File: config.mk
export PLATFORM = sky130hd
export DESIGN_NAME = recip_serial_unit_flat
export DESIGN_NICKNAME = d
export VERILOG_FILES = /design/src/rtl/recip_pkg.sv /design/src/rtl/recip_serial_unit_if.sv /design/src/rtl/recip_div_iter.sv /design/src/rtl/recip_serial_unit.sv /design/src/flat_wrapper.sv
export SDC_FILE = /design/constraint.sdc
export NUM_CORES = 1
export LEC_CHECK = 0
export CAP_MARGIN = 10
export CELL_PAD_IN_SITES_DETAIL_PLACEMENT = 0
export CELL_PAD_IN_SITES_GLOBAL_PLACEMENT = 1
export CORE_MARGIN = 4
export CORE_UTILIZATION = 30
export CTS_CLUSTER_DIAMETER = 50
export CTS_CLUSTER_SIZE = 25
export DETAILED_ROUTE_END_ITERATION = 16
export HOLD_SLACK_MARGIN = 0.03
export PLACE_DENSITY_LB_ADDON = 0.1
export SETUP_SLACK_MARGIN = 0.5
export SLEW_MARGIN = 10
export SYNTH_ARGS = -nofsm -noshare
export SYNTH_HDL_FRONTEND = slang
export SYNTH_SLANG_ARGS = --single-unit
File: constraint.sdc
create_clock -name clk -period 2.8 [get_ports clk]
set_input_delay 0.84 -clock clk [delete_from_list [all_inputs] [get_ports clk]]
set_output_delay 0.84 -clock clk [all_outputs]
set_load 0.01 [all_outputs]
File: src/rtl/recip_pkg.sv
// Shared definitions for the serial fixed-point reciprocal unit.
// Holds default geometry, the FSM state encoding and the saturation magnitude.
// No logic of its own; imported by the interface, divider and top level.
package recip_pkg;

    localparam int DEF_IW = 4;
    localparam int DEF_QI = 6;
    localparam int DEF_QF = 10;
    localparam int DEF_OW = 8;

    typedef enum logic [1:0] {
        ST_LOAD   = 2'd0,
        ST_DIVIDE = 2'd1,
        ST_SEND   = 2'd2
    } state_e;

    // Largest positive value of a w-bit two's complement word.
    function automatic logic [63:0] sat_mag(input int w);
        sat_mag = (64'd1 << (w - 1)) - 64'd1;
    endfunction

endpackage

File: src/rtl/recip_serial_unit_if.sv
// Chunked operand-in / result-out handshake bundle for the reciprocal unit.
// Pure wiring, no latency.
// Input side is valid/ready (o_ready), output side is valid/ready (i_ready).
import recip_pkg::*;

interface recip_serial_unit_if #(
    parameter int IW = DEF_IW,
    parameter int OW = DEF_OW
);
    logic          i_valid;
    logic [IW-1:0] i_data;
    logic          i_abs;
    logic          o_ready;
    logic          o_valid;
    logic [OW-1:0] o_data;
    logic          i_ready;
    logic          o_last;
    logic          o_sat;
    logic          o_busy;

    modport slave (
        input  i_valid, i_data, i_abs, i_ready,
        output o_ready, o_valid, o_data, o_last, o_sat, o_busy
    );

    modport master (
        output i_valid, i_data, i_abs, i_ready,
        input  o_ready, o_valid, o_data, o_last, o_sat, o_busy
    );
endinterface

File: src/rtl/recip_div_iter.sv
// Restoring divider, one quotient bit per cycle, W-1 quotient bits.
// Latency: start edge loads, W-1 further edges iterate; done_o high in the last cycle.
// No backpressure: a new start_i simply restarts the computation.
import recip_pkg::*;

module recip_div_iter #(
    parameter int W = DEF_QI + DEF_QF
) (
    input  logic         clk,
    input  logic         reset,
    input  logic         start_i,
    input  logic [W-1:0] divisor_i,
    input  logic [W-1:0] rem_init_i,
    input  logic [W-2:0] dividend_lo_i,
    output logic         done_o,
    output logic [W-2:0] quot_o
);
    localparam int CW = $clog2(W);

    logic [W-1:0]  rem_q;
    logic [W-2:0]  lo_q;
    logic [W-1:0]  div_q;
    logic [W-2:0]  quot_q;
    logic [CW-1:0] cnt_q;
    logic          busy_q;

    logic [W:0]    rem_sh;
    logic          ge;
    logic [W-1:0]  rem_nxt;

    // One restoring step: bring in the next dividend bit and subtract if it fits.
    always_comb begin
        rem_sh  = {rem_q, lo_q[W-2]};
        ge      = (rem_sh >= {1'b0, div_q});
        rem_nxt = ge ? (rem_sh[W-1:0] - div_q) : rem_sh[W-1:0];
    end

    // Load on start, then iterate until the counter drains.
    always_ff @(posedge clk) begin
        if (reset) begin
            rem_q  <= '0;
            lo_q   <= '0;
            div_q  <= '0;
            quot_q <= '0;
            cnt_q  <= '0;
            busy_q <= 1'b0;
        end else if (start_i) begin
            rem_q  <= rem_init_i;
            lo_q   <= dividend_lo_i;
            div_q  <= divisor_i;
            quot_q <= '0;
            cnt_q  <= CW'(W - 1);
            busy_q <= 1'b1;
        end else if (busy_q) begin
            if (cnt_q != '0) begin
                rem_q  <= rem_nxt;
                lo_q   <= lo_q << 1;
                quot_q <= (quot_q << 1) | {{(W-2){1'b0}}, ge};
                cnt_q  <= cnt_q - 1'b1;
            end else begin
                busy_q <= 1'b0;
            end
        end
    end

    assign done_o = busy_q && (cnt_q == '0);
    assign quot_o = quot_q;

endmodule

File: src/rtl/recip_serial_unit.sv
// Serial signed fixed-point reciprocal: 2^(2*QF)/x with saturation and optional magnitude.
// Latency: first result chunk valid exactly W cycles after the final operand chunk is accepted.
// Input stalls outside LOAD (o_ready=0); result chunks hold stable while i_ready=0.
import recip_pkg::*;

module recip_serial_unit #(
    parameter int IW = DEF_IW,
    parameter int QI = DEF_QI,
    parameter int QF = DEF_QF,
    parameter int OW = DEF_OW
) (
    input  logic             clk,
    input  logic             reset,
    recip_serial_unit_if.slave bus
);
    localparam int W   = QI + QF;
    localparam int NIC = W / IW;
    localparam int NOC = W / OW;
    localparam int ICW = $clog2(NIC + 1);
    localparam int OCW = $clog2(NOC + 1);

    // 2^(2*QF) >> (W-1): the divider's starting remainder. The remaining low
    // dividend bits are all zero because 2*QF >= W-1.
    localparam logic [W-1:0]  REM_INIT     = {{(W-1){1'b0}}, 1'b1} << (2*QF - W + 1);
    localparam logic [63:0]   SAT_MAG_WIDE = sat_mag(W);
    localparam logic [W-1:0]  SAT_MAG      = SAT_MAG_WIDE[W-1:0];

    state_e         state_q, state_d;
    logic [W-1:0]   operand_q, operand_d;
    logic [ICW-1:0] icnt_q, icnt_d;
    logic [OCW-1:0] ocnt_q, ocnt_d;
    logic           abs_q, abs_d;
    logic           neg_q, neg_d;
    logic           sat_q, sat_d;
    logic [W-1:0]   res_q, res_d;

    logic           in_fire;
    logic           final_fire;
    logic [W-1:0]   opnd_next;
    logic [W-1:0]   mag_in;
    logic           sat_now;
    logic           div_done;
    logic [W-2:0]   div_quot;
    logic [W-1:0]   mag_out;
    logic [W-1:0]   res_next;

    // Operand assembly, magnitude and early saturation detection.
    // Saturation: q >= 2^(W-1) exactly when m <= 2^(2*QF) >> (W-1).
    always_comb begin
        in_fire    = (state_q == ST_LOAD) && bus.i_valid;
        final_fire = in_fire && (icnt_q == ICW'(NIC - 1));
        opnd_next  = (operand_q << IW) | {{(W-IW){1'b0}}, bus.i_data};
        mag_in     = opnd_next[W-1] ? (~opnd_next + 1'b1) : opnd_next;
        sat_now    = (mag_in == '0) || (mag_in <= REM_INIT);
    end

    recip_div_iter #(.W(W)) u_div (
        .clk           (clk),
        .reset         (reset),
        .start_i       (final_fire),
        .divisor_i     (mag_in),
        .rem_init_i    (REM_INIT),
        .dividend_lo_i ('0),
        .done_o        (div_done),
        .quot_o        (div_quot)
    );

    // Clamp and apply sign to the finished quotient.
    always_comb begin
        mag_out  = sat_q ? SAT_MAG : {1'b0, div_quot};
        res_next = (neg_q && !abs_q) ? (~mag_out + 1'b1) : mag_out;
    end

    // FSM next state: shift chunks in, wait for the divider, shift chunks out.
    always_comb begin
        state_d   = state_q;
        operand_d = operand_q;
        icnt_d    = icnt_q;
        ocnt_d    = ocnt_q;
        abs_d     = abs_q;
        neg_d     = neg_q;
        sat_d     = sat_q;
        res_d     = res_q;
        case (state_q)
            ST_LOAD: begin
                if (in_fire) begin
                    operand_d = opnd_next;
                    icnt_d    = icnt_q + 1'b1;
                    if (final_fire) begin
                        icnt_d  = '0;
                        abs_d   = bus.i_abs;
                        neg_d   = opnd_next[W-1];
                        sat_d   = sat_now;
                        state_d = ST_DIVIDE;
                    end
                end
            end
            ST_DIVIDE: begin
                if (div_done) begin
                    res_d   = res_next;
                    ocnt_d  = '0;
                    state_d = ST_SEND;
                end
            end
            ST_SEND: begin
                if (bus.i_ready) begin
                    res_d = res_q << OW;
                    if (ocnt_q == OCW'(NOC - 1)) begin
                        ocnt_d  = '0;
                        state_d = ST_LOAD;
                    end else begin
                        ocnt_d = ocnt_q + 1'b1;
                    end
                end
            end
            default: state_d = ST_LOAD;
        endcase
    end

    // State registers; reset discards any in-flight work.
    always_ff @(posedge clk) begin
        if (reset) begin
            state_q   <= ST_LOAD;
            operand_q <= '0;
            icnt_q    <= '0;
            ocnt_q    <= '0;
            abs_q     <= 1'b0;
            neg_q     <= 1'b0;
            sat_q     <= 1'b0;
            res_q     <= '0;
        end else begin
            state_q   <= state_d;
            operand_q <= operand_d;
            icnt_q    <= icnt_d;
            ocnt_q    <= ocnt_d;
            abs_q     <= abs_d;
            neg_q     <= neg_d;
            sat_q     <= sat_d;
            res_q     <= res_d;
        end
    end

    assign bus.o_ready = (state_q == ST_LOAD);
    assign bus.o_valid = (state_q == ST_SEND);
    assign bus.o_data  = res_q[W-1 -: OW];
    assign bus.o_last  = (state_q == ST_SEND) && (ocnt_q == OCW'(NOC - 1));
    assign bus.o_sat   = (state_q == ST_SEND) && sat_q;
    assign bus.o_busy  = (state_q != ST_LOAD);

endmodule
File: src/flat_wrapper.sv
// flat-port wrapper written by rule: the top's interface ports become plain ports
module recip_serial_unit_flat 
#(
    parameter int IW = DEF_IW,
    parameter int QI = DEF_QI,
    parameter int QF = DEF_QF,
    parameter int OW = DEF_OW
)
  (clk, reset, bus_i_valid, bus_i_data, bus_i_abs, bus_i_ready, bus_o_ready, bus_o_valid, bus_o_data, bus_o_last, bus_o_sat, bus_o_busy);
  recip_serial_unit_if #(.IW(IW), .OW(OW)) bus_i ();
  input  logic clk;
  input  logic reset;
  input wire logic [$bits(bus_i.i_valid)-1:0] bus_i_valid;
  input wire logic [$bits(bus_i.i_data)-1:0] bus_i_data;
  input wire logic [$bits(bus_i.i_abs)-1:0] bus_i_abs;
  input wire logic [$bits(bus_i.i_ready)-1:0] bus_i_ready;
  output wire logic [$bits(bus_i.o_ready)-1:0] bus_o_ready;
  output wire logic [$bits(bus_i.o_valid)-1:0] bus_o_valid;
  output wire logic [$bits(bus_i.o_data)-1:0] bus_o_data;
  output wire logic [$bits(bus_i.o_last)-1:0] bus_o_last;
  output wire logic [$bits(bus_i.o_sat)-1:0] bus_o_sat;
  output wire logic [$bits(bus_i.o_busy)-1:0] bus_o_busy;
  assign bus_i.i_valid = bus_i_valid;
  assign bus_i.i_data = bus_i_data;
  assign bus_i.i_abs = bus_i_abs;
  assign bus_i.i_ready = bus_i_ready;
  assign bus_o_ready = bus_i.o_ready;
  assign bus_o_valid = bus_i.o_valid;
  assign bus_o_data = bus_i.o_data;
  assign bus_o_last = bus_i.o_last;
  assign bus_o_sat = bus_i.o_sat;
  assign bus_o_busy = bus_i.o_busy;
  recip_serial_unit #(.IW(IW), .QI(QI), .QF(QF), .OW(OW)) u_core (.clk(clk), .reset(reset), .bus(bus_i));
endmodule
## Yosys cells after proc, flatten, opt, wreduce, memory -nomap -nowiden

Cells that the tools add are included.

| word-level totals | value |
|---|---|
| bits in registers | 90 |

| cells by class | value |
|---|---|
| reductions and logical operators | 23 |
| mux-type cells | 27 |
| add/sub/neg operators | 6 |
| eq/ne operators | 9 |
| bitwise operators | 4 |
| order comparisons | 2 |

Operators by type and width:

| kind | count |
|---|---|
| $mux W16 | 5 |
| $add A16 B1 Y16 const B | 2 |
| $not A16 Y16 | 2 |
| $pmux W16 S2 | 1 |
| $mux W6 | 3 |
| $ge A17 B16 Y1 | 1 |
| $le A16 B6 Y1 const B | 1 |
| $logic_not A16 Y1 | 1 |
| $mux W2 | 8 |
| $or A16 B4 Y16 | 1 |
| $sub A16 B16 Y16 | 1 |
| $mux W15 | 1 |
| $or A15 B1 Y15 | 1 |
| $mux W4 | 3 |
| $ne A2 B1 Y1 const B | 4 |
| $reduce_bool A2 Y1 | 4 |
| $logic_and A1 B1 Y1 | 6 |
| $pmux W2 S3 | 1 |
| $reduce_and A2 Y1 | 3 |
| $reduce_and A3 Y1 | 2 |
| $reduce_and A5 Y1 | 1 |
| $eq A2 B1 Y1 const B | 2 |
| $logic_not A4 Y1 | 1 |
| $pmux W2 S2 | 1 |
| 13 further kinds | 15 |

## Longest topological paths before layout

Gate-level depths: netlist of the first run.

| depth | value |
|---|---|
| word-level depth | 6 |
| depth in mapped cells | 11 |

## Modules after synthesis

A second synthesis of the first run with hierarchy kept.

| second synthesis, totals | value |
|---|---|
| cells, all modules | 824 |
| area, all modules | 6222.2 µm² |

By module, submodules not included:

| module | cells each | times used | area an instance (µm²) |
|---|---|---|---|
| recip_div_iter | 476 | 1 | 3616.0 |
| recip_serial_unit | 348 | 1 | 2606.2 |

## Least setup slack after synthesis of the first run

Ideal clock, no wire load.

| timing | value |
|---|---|
| kind | input port to flip-flop |
| start | input bus_i_data[0] |
| end | register u_core.sat_q |
| buffers on the path | 0 |
| cell stages on the path | 9 |
| arrival | 2.190 ns |
| slack | 0.550 ns |
| data required time | 2.741 ns |
| library setup time | 0.059 ns |
| path through | inv_1 ha_1 nor2b_1 nand2_1 o21ai_1 xor2_1 nand3_1 a211oi_1 a22o_1 |

| between the ends | value |
|---|---|
| cells in the longest elaborated chain, start to end | 6 |

RTL lines:

| item | RTL line | source |
|---|---|---|
| start: declaration | flat_wrapper.sv:14 | `input wire logic [$bits(bus_i.i_data)-1:0] bus_i_data;` |
| $or A16 B4 Y16 (*) | recip_serial_unit.sv:52 | `opnd_next = (operand_q << IW) \| {{(W-IW){1'b0}}, bus.i_data};` |
| $not A16 Y16 | recip_serial_unit.sv:53 | `mag_in = opnd_next[W-1] ? (~opnd_next + 1'b1) : opnd_next;` |
| $add A16 B1 Y16 | recip_serial_unit.sv:53 |  |
| $mux W16 (*) | recip_serial_unit.sv:53 |  |
| $le A16 B6 Y1 / $logic_not A16 Y1 (equally long branches) | recip_serial_unit.sv:54 | `sat_now = (mag_in == '0) \|\| (mag_in <= REM_INIT);` |
| $logic_or A1 B1 Y1 (*) | recip_serial_unit.sv:54 |  |
| end signal: assignment | recip_serial_unit.sv:138 | `sat_q <= sat_d;` |
| end: declaration | recip_serial_unit.sv:34 | `logic sat_q, sat_d;` |

Mark *: on every way between the ends. The rest lies on a longest branch, timed or not.
A chain may end at the register's enable or synchronous reset.

## Worst setup path in the final report of the first run

| timing | value |
|---|---|
| start | register u_core.u_div.rem_q[0] |
| end | register u_core.u_div.rem_q[12] |

| between the ends | value |
|---|---|
| cells in the longest elaborated chain, start to end | 2 |

RTL lines:

| item | RTL line | source |
|---|---|---|
| start: declaration | recip_div_iter.sv:20 | `logic [W-1:0] rem_q;` |
| start signal: assignment | recip_div_iter.sv:48 | `rem_q <= rem_init_i;` |
| start signal: assignment | recip_div_iter.sv:56 | `rem_q <= rem_nxt;` |
| $sub A16 B16 Y16 / $ge A17 B16 Y1 (equally long branches) | recip_div_iter.sv:35, recip_div_iter.sv:34 |  |
| $mux W16 (*) | recip_div_iter.sv:35 | `rem_nxt = ge ? (rem_sh[W-1:0] - div_q) : rem_sh[W-1:0];` |

Marked as above.

==> results of run 1 <==
-- registers in the layout, indices dropped and copies added (netlist names) --
| register | cells |
|---|---|
| u_core.u_div.quot_o | 15 |
| u_core.u_div.cnt_q | 4 |
| u_core.ocnt_q | 2 |
| u_core.u_div.div_q | 16 |
| u_core.sat_q | 1 |
| u_core.res_q | 16 |
| u_core.state_q | 2 |
| u_core.icnt_q | 3 |
| u_core.neg_q | 1 |
| u_core.u_div.busy_q | 1 |
| u_core.abs_q | 1 |
| u_core.operand_q | 12 |
| u_core.u_div.rem_q | 16 |
-- what timing repair did --
item	CTS	global route
setup endpoints to repair	28	40
resized for setup	33	42
hold buffers	0	0
pin swaps	16	22
gates cloned	1	0
hold endpoints to repair	0	0
setup buffers	9	6
-- cell usage in the layout (no fill, tap or decap), types with 11 or more instances in the layout --
cell type	synthesis	layout
nand2_1	99	98
dfxtp_1	90	81
nor2_1	75	73
a21oi_1	71	69
buf_4	8	39
a211oi_1	26	24
inv_1	25	23
o21ai_0	25	21
xor2_1	21	21
nand3_1	18	17
xnor2_1	15	15
o21ai_1	10	13
clkdlybuf4s50_1	0	12
nor3_1	13	11
nand4_1	11	11
ha_1	21	11
-- stage by stage --
step           hold WS [ps]  cell area, sq um  power, uW
2_1_floorplan         432.0              5371       1544
3_3_place_gp          448.3              5799       1635
3_5_place_dp          458.9              5799       1638
4_1_cts               468.3              6248       2783
5_1_grt               486.9              6460       2891
6_report              459.7              6460       2767
-- cells by family (layout without fill, tap and decap cells) --
family | Yosys count | after routing
compound gates | 196 | 196
xor+xnor | 36 | 36
fa+ha+maj | 22 | 22
buf+inv | 82 | 103
flops | 90 | 90
mux | 7 | 7
simple gates | 271 | 272
-- path summary, 6_finish.rpt --
kind / start / end / slack, ps / cells after the start
worst max-delay path: u_core.u_div.rem_q[0] / u_core.u_div.rem_q[12] / 580 / 9
worst min-delay path: u_core.res_q[7] / u_core.res_q[7] / 460 / 2
worst max register to register: u_core.u_div.rem_q[0] / u_core.u_div.rem_q[12] / 580 / 9
worst min register to register: u_core.res_q[7] / u_core.res_q[7] / 460 / 2
-- cell type report --
class,instances,area (sq um)
Multi-Input combinational cell,533,3466
Timing Repair Buffer,63,538.0
Tap cell,225,281.5
Sequential cell,90,1815
Fill cell,1853,10960
Clock buffer,12,246.5
Clock inverter,2,15.01
Inverter,26,97.59
-- power breakdown --
group | switching (uW) | total, uW | internal, uW
clock network | 498 | 1110 | 617
registers | 21.8 | 1320 | 1300
logic | 187 | 336 | 149
-- metal layers --
metal	track usage, %	part of all wire, %	wire length (microns)
met3	2.932	2.1	309
met5	0	0	0
met1	19.66	47	7028
met4	4.040	1.4	204
met2	25.56	49	7310
-- worst max-delay path, delay by kind of cell, from the launching register on --
kind            cells  cell delay, ps
compound gates      5            1040
fa+ha+maj           1             400
flops               1             370
simple gates        2             230
buf+inv             1              60
==> impl_metrics.csv, run 1 <==
group,metric,value,unit
sta,finalHoldViolations,0,
synth,synth_fa_ha_area_share,5.264,%
finish,utilization,37.09,%
finish,area_growth_syn_to_layout,20.27,%
finish,drive_gt1_share,15.84,%
synth,syn_area_per_cell,7.630,sq um
synth,synth_area,5371,sq um
finish,nets,754,
synth,synth_warnings,0,
sta,report.final.setup_viol,0,
setup_path,start_kind,"register",
synth,synth_top_area_cell,"dfxtp_1",
sta,slew_viol_final,0,
floorplan,rows,48,
placement,place_inst,921,
clocking,clkSinkCount,90,
synth,synthSimpleGateAreaFrac,24.06,%
clocking,cts_tree,"done",
synth,synth.area.mux_share,1.304,%
setup_path,cp_slowest_cell,"fa_2",
floorplan,core,17420,sq um
synth,seq_area_frac_synth,33.54,%
global_routing,grt_max_degree,45,
sta,fin_tns_setup,0,ps
route,ant_nets,0,
route,first_pass_iters,4,
synth,synth-compound-area-share,23.22,%
route,wl_per_cell,15.62,microns
sta,rsz0062_at_grt,"true",
finish,finalNonFillerCells,951,
placement,dp_slack,-87.73,ps
synth,synth-edff-count,0,
synth,synth_ff_type,"dfxtp_1",
pwr,leakagePower,0.002340,uW
route,drc,0,
sta,slew_headroom,51.27,%
global_routing,grt-ovfl-total,0,
synth,synth_xor_area_share,5.870,%
clocking,clk_latency,340,ps
sta,max_freq,0.4512,GHz
clocking,clk_pin_slew,60,ps
placement,dpl.hpwl,10.84,mm
global_routing,antenna_found_initial,0,
route,wl,14.85,mm
placement,io_buffers,21,
synth,synth_fp_nets,735,
clocking,numCtsBuffers,9,
floorplan,initial_utilization,30.84,%
synth,synthCells,704,
global_routing,grtUsageTotal,15.10,%
pwr,ir_drop,296.5,uV
sta,fin_ws,583.7,ps
run,drv_cap,0,
sta,period_minus_slack,2216,ps
sta,layout_worst_path_cycle_share,79.15,%
floorplan,die_w,141.8,microns
route,via_count,4847,
synth,yosys_register_bits,90,
synth,synth_top_area_share,33.54,%
placement,gp_routability_congestion,0.8323,
synth,yosysMostFrequentCell,"nand2_1",
floorplan,die_h,141.8,microns
clocking,cts_buffer_depth,2,
setup_path,cp_slowest_stage_delay,400,ps
setup_path,cp.arrival,2450,ps
floorplan,io_pins,22,
floorplan,die_area,20110,sq um
synth,yosys-top-cells-count,"nand2_1, dfxtp_1, nor2_1, a21oi_1, clkbuf_1",
synth,async_flop_share,0,%
finish,diodes,0,
clocking,h-tree-depth,3,
route,drtIter0Drc,243,
setup_path,cp-end-kind,"register",
setup_path,worst-endpoint-required,3040,ps
synth,yosysUniqueCellTypes,67,
setup_path,path_max_fanout,4,
setup_path,critPathKind,"reg -> reg",
min_path,hold_path.class,"reg -> reg",
route,via_per_inst,5.097,
setup_path,cp_cell_sequence,"inv_1, fa_2, nand2b_4, a211oi_4, o31ai_1, a21boi_1, o21a_1, nor3_1, o31a_1",
sta,worst_pin_slew,729.9,ps
synth,synth_top_family_by_area,"simple AND/OR/NAND/NOR gates",
global_routing,grt_pass1_vias,4776,
sta,skew,7.332,ps
synth,ys_top_cells_by_area,"dfxtp_1, nand2_1, a21oi_1",
outcome,outcome,"completed",
global_routing,grt_pass1_wl,24.66,mm
clocking,cts-root-buf,"clkbuf_16",
pwr,powerDensity,428.4,nW/um^2
Power figures use the tool's default switching activity.
==> run 2: changes to the inputs <==
clock period = 2.1 ns   (was 2.8 ns; I/O delays follow)
==> impl_metrics.csv, run 2 (synthesized netlist as in run 1, its figures left out) <==
group,metric,value,unit
outcome,violations,"negative setup slack",
sta,max_freq,0.4548,GHz
floorplan,die_w,141.8,microns
sta,rsz0062_at_grt,"true",
clocking,clk_pin_slew,70,ps
run,drv_cap,0,
setup_path,r2r_start,"u_core.u_div.div_q[5]",
sta,hold-worst-slack,461.3,ps
floorplan,rows,48,
floorplan,die_area,20110,sq um
clocking,cts-hold-fix-buffers,0,
placement,io_buffers,21,
finish,postLayoutCellArea,8487,sq um
global_routing,antenna_found_initial,0,
pwr,powerDensity,464.8,nW/um^2
pwr,ir_drop,397.3,uV
route,first_pass_iters,4,
floorplan,core,17420,sq um
setup_path,worst-endpoint-required,2340,ps
global_routing,grt_max_degree,40,
finish,layout.cells.most_common,"buf_4",
clocking,clkSinkCount,90,
setup_path,cp.arrival,2440,ps
clocking,cts_buffer_depth,2,
sta,finalHoldViolations,0,
pwr,leakagePower,0.003268,uW
pwr,power,3945,uW
setup_path,path_max_fanout,6,
clocking,cts-root-buf,"clkbuf_16",
setup_path,ff2ff_setup_slack,-100,ps
min_path,min_path_cells,2,
route,via_per_inst,5.079,
placement,dp_slack,-492.9,ps
finish,reg.largest.list,"u_core.res_q: 16 flops, u_core.u_div.div_q: 16 flops, u_core.u_div.rem_q: 16 flops",
placement,gp_routability_congestion,0.7977,
finish,nets,879,
route,drtIter0Drc,250,
finish,fillers,1689,
sta,slew_viol_final,0,
floorplan,io_pins,22,
clocking,numCtsBuffers,9,
clocking,h-tree-depth,3,
clocking,clk_latency,350,ps
setup_path,critPathKind,"reg -> reg",
floorplan,initial_utilization,30.84,%
setup_path,crit_path_start,"u_core.u_div.div_q[5]",
route,ant_nets,0,
clocking,cts_tree,"done",
global_routing,grt-ovfl-total,0,
finish,drive_gt1_share,43.26,%
route,wl_per_cell,15.75,microns
finish,area_growth_syn_to_layout,58.00,%
sta,skew,8.156,ps
sta,slew_headroom,67.19,%
sta,fin_tns_setup,-608.5,ps
global_routing,grtUsageTotal,16.81,%
route,wl,16.98,mm
sta,worst_pin_slew,491.4,ps
floorplan,die_h,141.8,microns
global_routing,grt_pass1_wl,27.38,mm
route,drc,0,
min_path,hold_path.class,"reg -> reg",
sta,report.final.setup_viol,15,
sta,layout_worst_path_cycle_share,104.7,%
finish,mostFrequentLayoutCells,"buf_4, nand2_1, dfxtp_1",
sta,period_minus_slack,2199,ps
placement,place_area,6678,sq um
setup_path,r2r_cells,9,
sta,fin_ws,-98.72,ps
finish,diodes,0,
setup_path,cp-end-kind,"register",
setup_path,start_kind,"register",
outcome,outcome,"finished, violations left",
setup_path,reg2reg_to,"u_core.u_div.rem_q[12]",
global_routing,grt_pass1_vias,5385,
min_path,hold_start,"u_core.icnt_q[1]",
route,via_count,5475,
placement,dpl.hpwl,11.91,mm
min_path,hold_path_end,"u_core.icnt_q[1]",
==> run 2: area by class of cell <==
class	instances	area (sq um)	area share (%)
multi-input cells	534	4144	48.83
flip-flops and latches	90	1834	21.61
repair buffers	187	1831	21.57
well taps	225	281.5	3.317
clock buffers	10	229.0	2.698
inverters	26	110.1	1.297
clock inverters	6	57.56	0.6782
==> run 2: power by group <==
group	switching [uW]	internal (uW)
Sequential	23.2	1720
Clock	678	914
Combinational	311	296
Total	1010	2930
==> run 2: how the worst max path moves through the flow <==
stage,endpoint,slack [ps],cells past startpoint
2_1_floorplan,u_core.u_div.rem_q[5],-50,10
3_3_place_gp,u_core.sat_q,-430,7
3_5_place_dp,u_core.sat_q,-490,9
4_1_cts,u_core.u_div.rem_q[12],-90,9
5_1_grt,u_core.u_div.rem_q[2],-180,10
6_report,u_core.u_div.rem_q[12],-100,9
==> run 2: repair_timing <==
action                     4_1_cts  5_1_grt
gates cloned                     4        3
pin swaps                       65       63
buffers inserted                35       16
setup endpoints to repair       87       83
hold endpoints to repair         0        0
gates resized for setup        192      106
==> run 2: through the flow <==
step / util [%] / instances
final: 48.73 / 1078
after global routing: 48.73 / 1078
after CTS: 45.26 / 1059
after detailed placement: 38.34 / 1004
after global placement: 38.34 / 1004
after floorplan: - / 704
==> run 2: metal layers <==
metal | up-vias | share of wire (%) | GRT usage (%)
li1 | 2764 | - | -
met1 | 2642 | 44 | 20.78
met2 | 50 | 52 | 30.33
met3 | 19 | 2.0 | 2.629
met4 | 0 | 1.6 | 4.394
met5 | - | 0 | 0
==> run 2: critical path, stage by stage, from the launching register on <==
cell     delay [ps]
dfxtp_2         340
inv_2            50
ha_4            220
o21a_1          190
o211a_1         230
a211o_1         330
o21ai_4         190
and2_4          250
nor3_2           50
o31a_1          230
